===== src/rtl/universal_shift_register_pkg.sv =====
// Shared mode encodings and the mode type for the universal shift register.
package usr_pkg;

  typedef logic [2:0] usr_mode_t;

  localparam usr_mode_t MODE_HOLD = 3'b000;
  localparam usr_mode_t MODE_SHR  = 3'b001;
  localparam usr_mode_t MODE_SHL  = 3'b010;
  localparam usr_mode_t MODE_LOAD = 3'b011;
  localparam usr_mode_t MODE_ROR  = 3'b100;
  localparam usr_mode_t MODE_ROL  = 3'b101;
  localparam usr_mode_t MODE_ASR  = 3'b110;
  localparam usr_mode_t MODE_CLR  = 3'b111;

endpackage


===== src/rtl/universal_shift_register_if.sv =====
// Control, data and serial signals of the universal shift register.
interface universal_shift_register_if #(
  parameter int WIDTH = 8
);
  logic             en;
  logic [2:0]       mode;
  logic [WIDTH-1:0] d;
  logic             sin_r;
  logic             sin_l;
  logic [WIDTH-1:0] q;
  logic             sout_r;
  logic             sout_l;

  modport master (
    output en, mode, d, sin_r, sin_l,
    input  q, sout_r, sout_l
  );

  modport slave (
    input  en, mode, d, sin_r, sin_l,
    output q, sout_r, sout_l
  );
endinterface


===== src/rtl/universal_shift_register_bit_cell.sv =====
// One register bit: 8:1 next-state mux plus flop. The rotate inputs exist
// only when USR_ROTATE_EN is defined; otherwise ROR/ROL behave as hold.
module usr_bit_cell
  import usr_pkg::*;
#(
  parameter logic RST_BIT = 1'b0
) (
  input  logic      clk,
  input  logic      rst,
  input  logic      en,
  input  usr_mode_t mode,
  input  logic      d_bit,
  input  logic      shr_in,
  input  logic      shl_in,
  input  logic      asr_in,
`ifdef USR_ROTATE_EN
  input  logic      ror_in,
  input  logic      rol_in,
`endif
  output logic      q
);

  logic q_next;

  always_comb begin
    q_next = q;
    case (mode)
      MODE_SHR:  q_next = shr_in;
      MODE_SHL:  q_next = shl_in;
      MODE_LOAD: q_next = d_bit;
`ifdef USR_ROTATE_EN
      MODE_ROR:  q_next = ror_in;
      MODE_ROL:  q_next = rol_in;
`endif
      MODE_ASR:  q_next = asr_in;
      MODE_CLR:  q_next = RST_BIT;
      default:   q_next = q;
    endcase
  end

  always_ff @(posedge clk) begin
    if (rst) begin
      q <= RST_BIT;
    end else if (en) begin
      q <= q_next;
    end
  end

endmodule


===== src/rtl/universal_shift_register.sv =====
// N-bit universal shift register built from per-bit cells.
// Optional rotate modes (100/101) are enabled by defining USR_ROTATE_EN.
module universal_shift_register
  import usr_pkg::*;
#(
  parameter int               WIDTH   = 8,
  parameter logic [WIDTH-1:0] RST_VAL = '0
) (
  input logic                        clk,
  input logic                        rst,
  universal_shift_register_if.slave  bus
);

  logic [WIDTH-1:0] q_int;

  assign bus.q      = q_int;
  assign bus.sout_r = q_int[0];
  assign bus.sout_l = q_int[WIDTH-1];

  // Edge cells take serial inputs for shifts, their own bit for ASR sign
  // extension and the opposite end of the register for rotates.
  for (genvar i = 0; i < WIDTH; i++) begin : g_cell
    logic shr_in;
    logic shl_in;
    logic asr_in;
`ifdef USR_ROTATE_EN
    logic ror_in;
    logic rol_in;
`endif

    if (i == WIDTH - 1) begin : g_msb
      assign shr_in = bus.sin_r;
      assign asr_in = q_int[WIDTH-1];
`ifdef USR_ROTATE_EN
      assign ror_in = q_int[0];
`endif
    end else begin : g_upper
      assign shr_in = q_int[i+1];
      assign asr_in = q_int[i+1];
`ifdef USR_ROTATE_EN
      assign ror_in = q_int[i+1];
`endif
    end

    if (i == 0) begin : g_lsb
      assign shl_in = bus.sin_l;
`ifdef USR_ROTATE_EN
      assign rol_in = q_int[WIDTH-1];
`endif
    end else begin : g_lower
      assign shl_in = q_int[i-1];
`ifdef USR_ROTATE_EN
      assign rol_in = q_int[i-1];
`endif
    end

    usr_bit_cell #(
      .RST_BIT (RST_VAL[i])
    ) u_cell (
      .clk    (clk),
      .rst    (rst),
      .en     (bus.en),
      .mode   (bus.mode),
      .d_bit  (bus.d[i]),
      .shr_in (shr_in),
      .shl_in (shl_in),
      .asr_in (asr_in),
`ifdef USR_ROTATE_EN
      .ror_in (ror_in),
      .rol_in (rol_in),
`endif
      .q      (q_int[i])
    );
  end

endmodule


===== src/flat_wrapper.sv =====
// flat-port wrapper written by rule: the top's interface ports become plain ports
module universal_shift_register_flat import usr_pkg::*;
#(
  parameter int               WIDTH   = 8,
  parameter logic [WIDTH-1:0] RST_VAL = '0
)
  (clk, rst, bus_en, bus_mode, bus_d, bus_sin_r, bus_sin_l, bus_q, bus_sout_r, bus_sout_l);
  universal_shift_register_if #(.WIDTH(WIDTH)) bus_i ();
  input logic clk;
  input logic rst;
  input wire logic [$bits(bus_i.en)-1:0] bus_en;
  input wire logic [$bits(bus_i.mode)-1:0] bus_mode;
  input wire logic [$bits(bus_i.d)-1:0] bus_d;
  input wire logic [$bits(bus_i.sin_r)-1:0] bus_sin_r;
  input wire logic [$bits(bus_i.sin_l)-1:0] bus_sin_l;
  output wire logic [$bits(bus_i.q)-1:0] bus_q;
  output wire logic [$bits(bus_i.sout_r)-1:0] bus_sout_r;
  output wire logic [$bits(bus_i.sout_l)-1:0] bus_sout_l;
  assign bus_i.en = bus_en;
  assign bus_i.mode = bus_mode;
  assign bus_i.d = bus_d;
  assign bus_i.sin_r = bus_sin_r;
  assign bus_i.sin_l = bus_sin_l;
  assign bus_q = bus_i.q;
  assign bus_sout_r = bus_i.sout_r;
  assign bus_sout_l = bus_i.sout_l;
  universal_shift_register #(.WIDTH(WIDTH), .RST_VAL(RST_VAL)) u_core (.clk(clk), .rst(rst), .bus(bus_i));
endmodule

===== config.mk =====
export PLATFORM = sky130hd
export DESIGN_NAME = universal_shift_register_flat
export DESIGN_NICKNAME = d
export VERILOG_FILES = /design/src/rtl/universal_shift_register_pkg.sv /design/src/rtl/universal_shift_register_if.sv /design/src/rtl/universal_shift_register_bit_cell.sv /design/src/rtl/universal_shift_register.sv /design/src/flat_wrapper.sv
export SDC_FILE = /design/constraint.sdc
export NUM_CORES = 1
export LEC_CHECK = 0
export BUFFER_PORTS_ARGS = -buffer_cell sky130_fd_sc_hd__clkbuf_2
export CAP_MARGIN = 20
export CORE_MARGIN = 2
export CORE_UTILIZATION = 35
export DETAILED_ROUTE_END_ITERATION = 16
export PLACE_DENSITY = 0.67
export SLEW_MARGIN = 40
export SYNTH_ARGS = -nofsm -noshare
export SYNTH_HDL_FRONTEND = slang
export SYNTH_SLANG_ARGS = --single-unit

===== constraint.sdc =====
create_clock -name clk -period 0.9 [get_ports clk]
set_input_delay 0 -clock clk [delete_from_list [all_inputs] [get_ports clk]]
set_output_delay 0 -clock clk [all_outputs]
set_load 0.005 [all_outputs]

==> results of run 1 <==
[metrics by stage]
stage	std cells	total power [mW]	setup WS [ns]	instance area [sq um]
floorplan	60	0.4965	-0.02926	538.0
global placement	98	0.5593	-0.1423	641.9
detailed placement	98	0.5623	-0.1426	641.9
CTS	101	0.8431	0.01300	664.4
global route	102	0.8729	-0.03403	679.4
finish	102	0.8328	0.02434	679.4
[repair_timing]
action,CTS,global route
buffers inserted,0,1
hold buffers,0,0
resized for setup,0,6
setup endpoints to repair,0,4
[cell usage after synthesis]
library cell and instances:
a21oi_1 2, a222oi_1 6, a32o_1 1, and2_4 1
buf_4 8, buf_6 3, dfxtp_1 8, inv_1 1
mux2_4 1, mux2i_2 1, nand2_1 10, nor2_1 1
nor2b_1 3, nor2b_4 1, o2111ai_1 1, o211ai_1 1
o21a_1 1, o21ai_0 1, o21ai_1 7, o221ai_1 1
o2bb2ai_1 1
[cell type report]
class / instances / area, sq um / area share, %
flip-flops and latches: 8 / 167.7 / 24.68
clock buffers: 3 / 22.52 / 3.315
well taps: 16 / 20.02 / 2.947
multi-input cells: 40 / 272.8 / 40.15
inverters: 1 / 3.754 / 0.5525
repair buffers: 34 / 192.7 / 28.36
[critical path, delay by kind of cell (launching register included)]
kind,cells,cell delay (ns)
flops,1,0.33
compound gates,2,0.43
[routing by layer]
| layer | vias up | global-route usage (%) |
|---|---|---|
| li1 | 272 | - |
| met1 | 263 | 17.05 |
| met2 | 21 | 24.85 |
| met3 | 2 | 2.979 |
| met4 | 0 | 10.91 |
| met5 | - | 0 |
[worst min path at each step]
stage | from | slack [ns] | depth (start not counted) | end
detailed placement | bus_sin_r | 0.29 | 3 | u_core.g_cell[7].u_cell.q
global route | bus_d[3] | 0.05 | 3 | u_core.g_cell[3].u_cell.q
CTS | bus_sin_r | 0.03 | 3 | u_core.g_cell[7].u_cell.q
finish | bus_d[3] | 0.04 | 3 | u_core.g_cell[3].u_cell.q
floorplan | bus_sin_r | 0.19 | 2 | u_core.g_cell[7].u_cell.q
global placement | bus_sin_r | 0.29 | 3 | u_core.g_cell[7].u_cell.q
[report_power, final]
group          leakage (nW)  switching (mW)  internal, mW
sequential           0.0671         0.00984         0.363
combinational         0.228          0.0852        0.0974
clock                0.0138           0.125         0.153
[kinds of logic (layout without fill, tap and decap cells)]
family                 Yosys count  count (layout)  share of synthesized area (%)
muxes                            2               2                          5.423
and+or+nand+nor                 16              16                          15.57
DFF                              8               8                          30.19
buffers and inverters           12              38                          18.40
AOI/OAI and AO/OA               22              22                          30.43
==> reports/metrics.yaml, run 1 <==
yosys:
  yosysTopAreaCell: "dfxtp_1"
  synth_top_cells_by_area: "dfxtp_1 (30%), a222oi_1 (11%), buf_4 (11%), nand2_1 (7.1%), o21ai_1 (6.6%)"
  syn_area_sq_um: 530.5
  syn-num-nets: 76
  synth.distinct_cells: 21
  yosysTopAreaCellShare_pct: 30.19
  synth_seq_cells: 8
  yosys_warnings: 0
  yosysSeqAreaShare_pct: 30.19
  syn-instance-count: 60
  avgSynthCellArea_sq_um: 8.842
timing:
  worst_pin_slew_ns: 0.2866
  drv_slew: 0
  finalSetupTns_ns: 0
  rsz0062_at_grt: "yes"
  slew_headroom_pct: 80.89
  fin_worst_skew_ns: 0.005193
  hold_viol_final: 0
  min_period_over_period_pct: 97.30
  period_needed_ns: 0.8757
  timing.fmax_mhz: 1142
  setup_violations: 0
  whs_ns: 0.04410
die:
  row_count: 14
  initial_utilization_pct: 36.49
  die_w_um: 42.93
  io-pin-count: 26
  dieArea_sq_um: 1843
  fp.dieH_um: 42.93
  core_area_sq_um: 1454
outcome:
  status: "complete, no violations"
cells_and_area:
  final_common_cell: "clkbuf_2"
  drive_above_1_share_pct: 52.33
  final_cell_mix: "clkbuf_2 (25), nand2_1 (10), buf_4 (9), o21ai_1 (8), a222oi_1 (6)"
  diodes: 0
  utilization_pct: 46.73
  largest-register: "u_core.g_cell.u_cell.q"
  layout.nets: 104
  area_delta_synth_final_pct: 28.07
  num-fill-cells: 166
  top_regs: "u_core.g_cell.u_cell.q x8"
  largest_reg_flops: 8
global_route:
  grt_max_degree: 8
  grt_pass1_vias: 510
  grt.overflow.total: 0
  antenna_found_initial: 0
  grt_pass1_wl_mm: 2.063
  grt_usage_pct: 15.08
critical_path:
  reg2reg_depth: 2
  max_stage_delay_ns: 0.33
  crit_path_end_kind: "register"
  crit_start: "u_core.g_cell[1].u_cell.q"
  required_ns: 1.04
  worstReg2RegStart: "u_core.g_cell[1].u_cell.q"
  critPathSlowestCell: "dfxtp_2"
  path_cells: "a222oi_1, o21ai_1"
  start_kind: "register"
  crit_type: "register to register"
  critPathMaxFanout: 3
  reg2reg_slack_ns: 0.02
  crit_path_end: "u_core.g_cell[2].u_cell.q"
  crit_arrival_ns: 1.01
  rr_endpoint: "u_core.g_cell[2].u_cell.q"
clock_tree:
  max-clock-path-buffers: 2
  cts.clk_slew.worst_paths_ns: 0.06
  clock_sinks: 8
  cts_max_level: 1
  cts_buffers: 3
  cts_tree: "built"
  clock_latency_ns: 0.25
  cts-root-buf: "clkbuf_4"
route:
  wirelength_mm: 1.267
  drt_iter0_markers: 33
  drtAntennaViolNets: 0
  vias: 558
  met2_wirelength_um: 632
  wl_met1_um: 534
  vias_per_cell: 5.471
  dr.pass1.iters: 5
  highest_layer: "met4"
  drc: 0
  avgRoutedWirePerCell_um: 12.42
  wl_met3_um: 81
place:
  place_hpwl_um: 979.5
  place_congestion: 0.7205
  io_buffers: 25
power_and_ir_drop:
  irDropWorstVdd_mv: 0.4593
  power.leakage_nw: 0.3087
  powerDensity_nw_per_um2: 1226
run:
  drv_cap: 0
min_path:
  hp-class: "input port to register"
(Power assumes the default switching activity.)
==> run 2, diff against run 1 <==
--- a/config.mk
+++ b/config.mk
@@ -7,10 +7,12 @@
 export LEC_CHECK = 0
 export BUFFER_PORTS_ARGS = -buffer_cell sky130_fd_sc_hd__clkbuf_2
 export CAP_MARGIN = 20
+export CELL_PAD_IN_SITES_DETAIL_PLACEMENT = 0
+export CELL_PAD_IN_SITES_GLOBAL_PLACEMENT = 1
 export CORE_MARGIN = 2
-export CORE_UTILIZATION = 35
+export CORE_UTILIZATION = 27
 export DETAILED_ROUTE_END_ITERATION = 16
-export PLACE_DENSITY = 0.67
+export PLACE_DENSITY = 0.72
 export SLEW_MARGIN = 40
 export SYNTH_ARGS = -nofsm -noshare
 export SYNTH_HDL_FRONTEND = slang
==> reports/metrics.yaml, run 2 (synthesis results as in run 1) <==
die:
  row_count: 16  # +2
  die_w_um: 48.33  # +13%
  dieArea_sq_um: 2335  # +27%
  core_area_sq_um: 1902  # +31%
  fp.dieH_um: 48.33  # +13%
  io-pin-count: 26  # unchanged
  initial_utilization_pct: 27.89  # -8.6 points
critical_path:
  required_ns: 1.04  # about the same
  max_stage_delay_ns: 0.35  # +0.02 ns
  critPathSlowestCell: "a222oi_1"
  reg2reg_depth: 2  # unchanged
  critPathMaxFanout: 4  # +1
  start_kind: "register"
  path_cells: "a222oi_1, o21ai_1"
  crit_path_end_kind: "register"
  crit_type: "register to register"
  crit_arrival_ns: 1.01  # about the same
route:
  drtAntennaViolNets: 0  # unchanged
  avgRoutedWirePerCell_um: 10.76  # -13%
  drt_iter0_markers: 40  # +21%
  dr.pass1.iters: 4  # -1
  wirelength_mm: 1.227  # -3.2%
  vias_per_cell: 4.833  # -12%
  drc: 0  # unchanged
  vias: 551  # -1.3%
cells_and_area:
  utilization_pct: 36.64  # -10 points
  final_cell_mix: "clkbuf_2 (25), nand2_1 (10), buf_4 (10), o21ai_1 (7), a222oi_1 (6)"
  drive_above_1_share_pct: 51.72  # -0.60 points
  diodes: 0  # unchanged
  largest_reg_flops: 8  # unchanged
  area_delta_synth_final_pct: 31.37
  final_common_cell: "clkbuf_2"
  largest-register: "u_core.g_cell.u_cell.q"
  layout.nets: 105  # +0.96%
  top_regs: "u_core.g_cell.u_cell.q x8"
min_path:
  hp-class: "input port to register"
  hold-path-cell-count: 3  # unchanged
place:
  place_hpwl_um: 996  # +1.7%
  io_buffers: 25  # unchanged
  place_congestion: 0.7257  # +0.72%
run:
  drv_cap: 0  # unchanged
timing:
  period_needed_ns: 0.8732  # -0.002414 ns
  hold_viol_final: 0  # unchanged
  timing.fmax_mhz: 1145  # +0.28%
  rsz0062_at_grt: "yes"
  drv_slew: 0  # unchanged
  setup_violations: 0  # unchanged
  min_period_over_period_pct: 97.03  # -0.27 points
  worst_pin_slew_ns: 0.2945  # +0.007879 ns
  slew_headroom_pct: 80.37  # -0.53 points
  fin_worst_skew_ns: 0.002621  # -0.002572 ns
power_and_ir_drop:
  cell_internal_pwr_uw: 615.3  # +0.35%
  power_uw: 831.2  # -0.19%
  power.leakage_nw: 0.3136  # +1.6%
  irDropWorstVdd_mv: 0.4197  # -8.6%
  switching_share_pct: 25.97  # -0.40 points
  switchingPower_uw: 215.9  # -1.7%
  p_clk_share_pct: 32.9  # -0.4 points
  powerDensity_nw_per_um2: 1193  # -2.7%
  pwr-share-comb_pct: 22.1  # +0.2 points
  p_seq_share_pct: 45.0  # +0.2 points
outcome:
  status: "complete, no violations"
global_route:
  grt_pass1_vias: 468  # -8.2%
  grt_pass1_wl_mm: 2.132  # +3.3%
  grt_max_degree: 8  # unchanged
  grt.overflow.total: 0  # unchanged
  grt_usage_pct: 11.57  # -3.5 points
  antenna_found_initial: 0  # unchanged
clock_tree:
  clock_sinks: 8  # unchanged
  cts.clk_slew.worst_paths_ns: 0.06  # about the same
  max-clock-path-buffers: 2  # unchanged
  cts_tree: "built"
  clock_latency_ns: 0.25  # about the same
  cts-root-buf: "clkbuf_4"
  cts_buffers: 3  # unchanged
  cts_max_level: 1  # unchanged
[run 2: cell types whose count changed in the layout (fill, tap and decap cells not counted), sizes merged]
cell	delta
buf	+1
[run 2: timing repair]
action,in CTS,in global routing
setup endpoints to repair,0,4
setup buffers,0,0
hold buffers,0,0
resized for setup,0,3
[run 2: layout make-up]
type,count,area (sq um)
clock buffer,3,22.52
sequential,8,163.9
fill,211,1205
tap,27,33.78
inverter,1,3.754
timing repair buffer,35,200.2
multi-input combinational,40,272.8
[run 2: power groups by stage]
| stage | logic (mW) | clock network, mW | registers [mW] |
|---|---|---|---|
| after floorplan | 0.116 | 0 | 0.381 |
| after global placement | 0.185 | 0 | 0.381 |
| after detailed placement | 0.185 | 0 | 0.381 |
| after CTS | 0.186 | 0.288 | 0.374 |
| after global routing | 0.203 | 0.315 | 0.375 |
| final | 0.183 | 0.274 | 0.374 |
[run 2: routing by layer]
| layer | global-route usage [%] | share of wire, % |
|---|---|---|
| met2 | 15.51 | 43 |
| met5 | 0 | 0 |
| met3 | 3.395 | 13 |
| met1 | 16.67 | 43 |
| met4 | 5.714 | 0.65 |
[run 2: critical path: cells and delay by family (launching register included)]
kind               cells  cell delay, ns
DFF                    1            0.33
AOI/OAI and AO/OA      2            0.43
[run 2: path summary, 6_finish.rpt]
kind | from | to | slack (ns)
worst min register to register | u_core.g_cell[3].u_cell.q | u_core.g_cell[3].u_cell.q | 0.47
worst max register to register | u_core.g_cell[3].u_cell.q | u_core.g_cell[4].u_cell.q | 0.03
worst max-delay path | u_core.g_cell[3].u_cell.q | u_core.g_cell[4].u_cell.q | 0.03
worst min-delay path | bus_d[6] | u_core.g_cell[6].u_cell.q | 0.04
[run 2: stage by stage]
| step | std cells | instance area, sq um | setup TNS (ns) | hold slack (ns) | setup slack (ns) |
|---|---|---|---|---|---|
| floorplan | 60 | 538.0 | -0.1756 | 0.1872 | -0.02926 |
| global placement | 111 | 670.6 | -0.8353 | 0.2981 | -0.1562 |
| detailed placement | 111 | 670.6 | -0.9229 | 0.2830 | -0.1664 |
| CTS | 114 | 693.2 | 0 | 0.02994 | 0.02961 |
| global route | 114 | 696.9 | -0.08055 | 0.04196 | -0.05220 |
| finish | 114 | 696.9 | 0 | 0.03906 | 0.02675 |
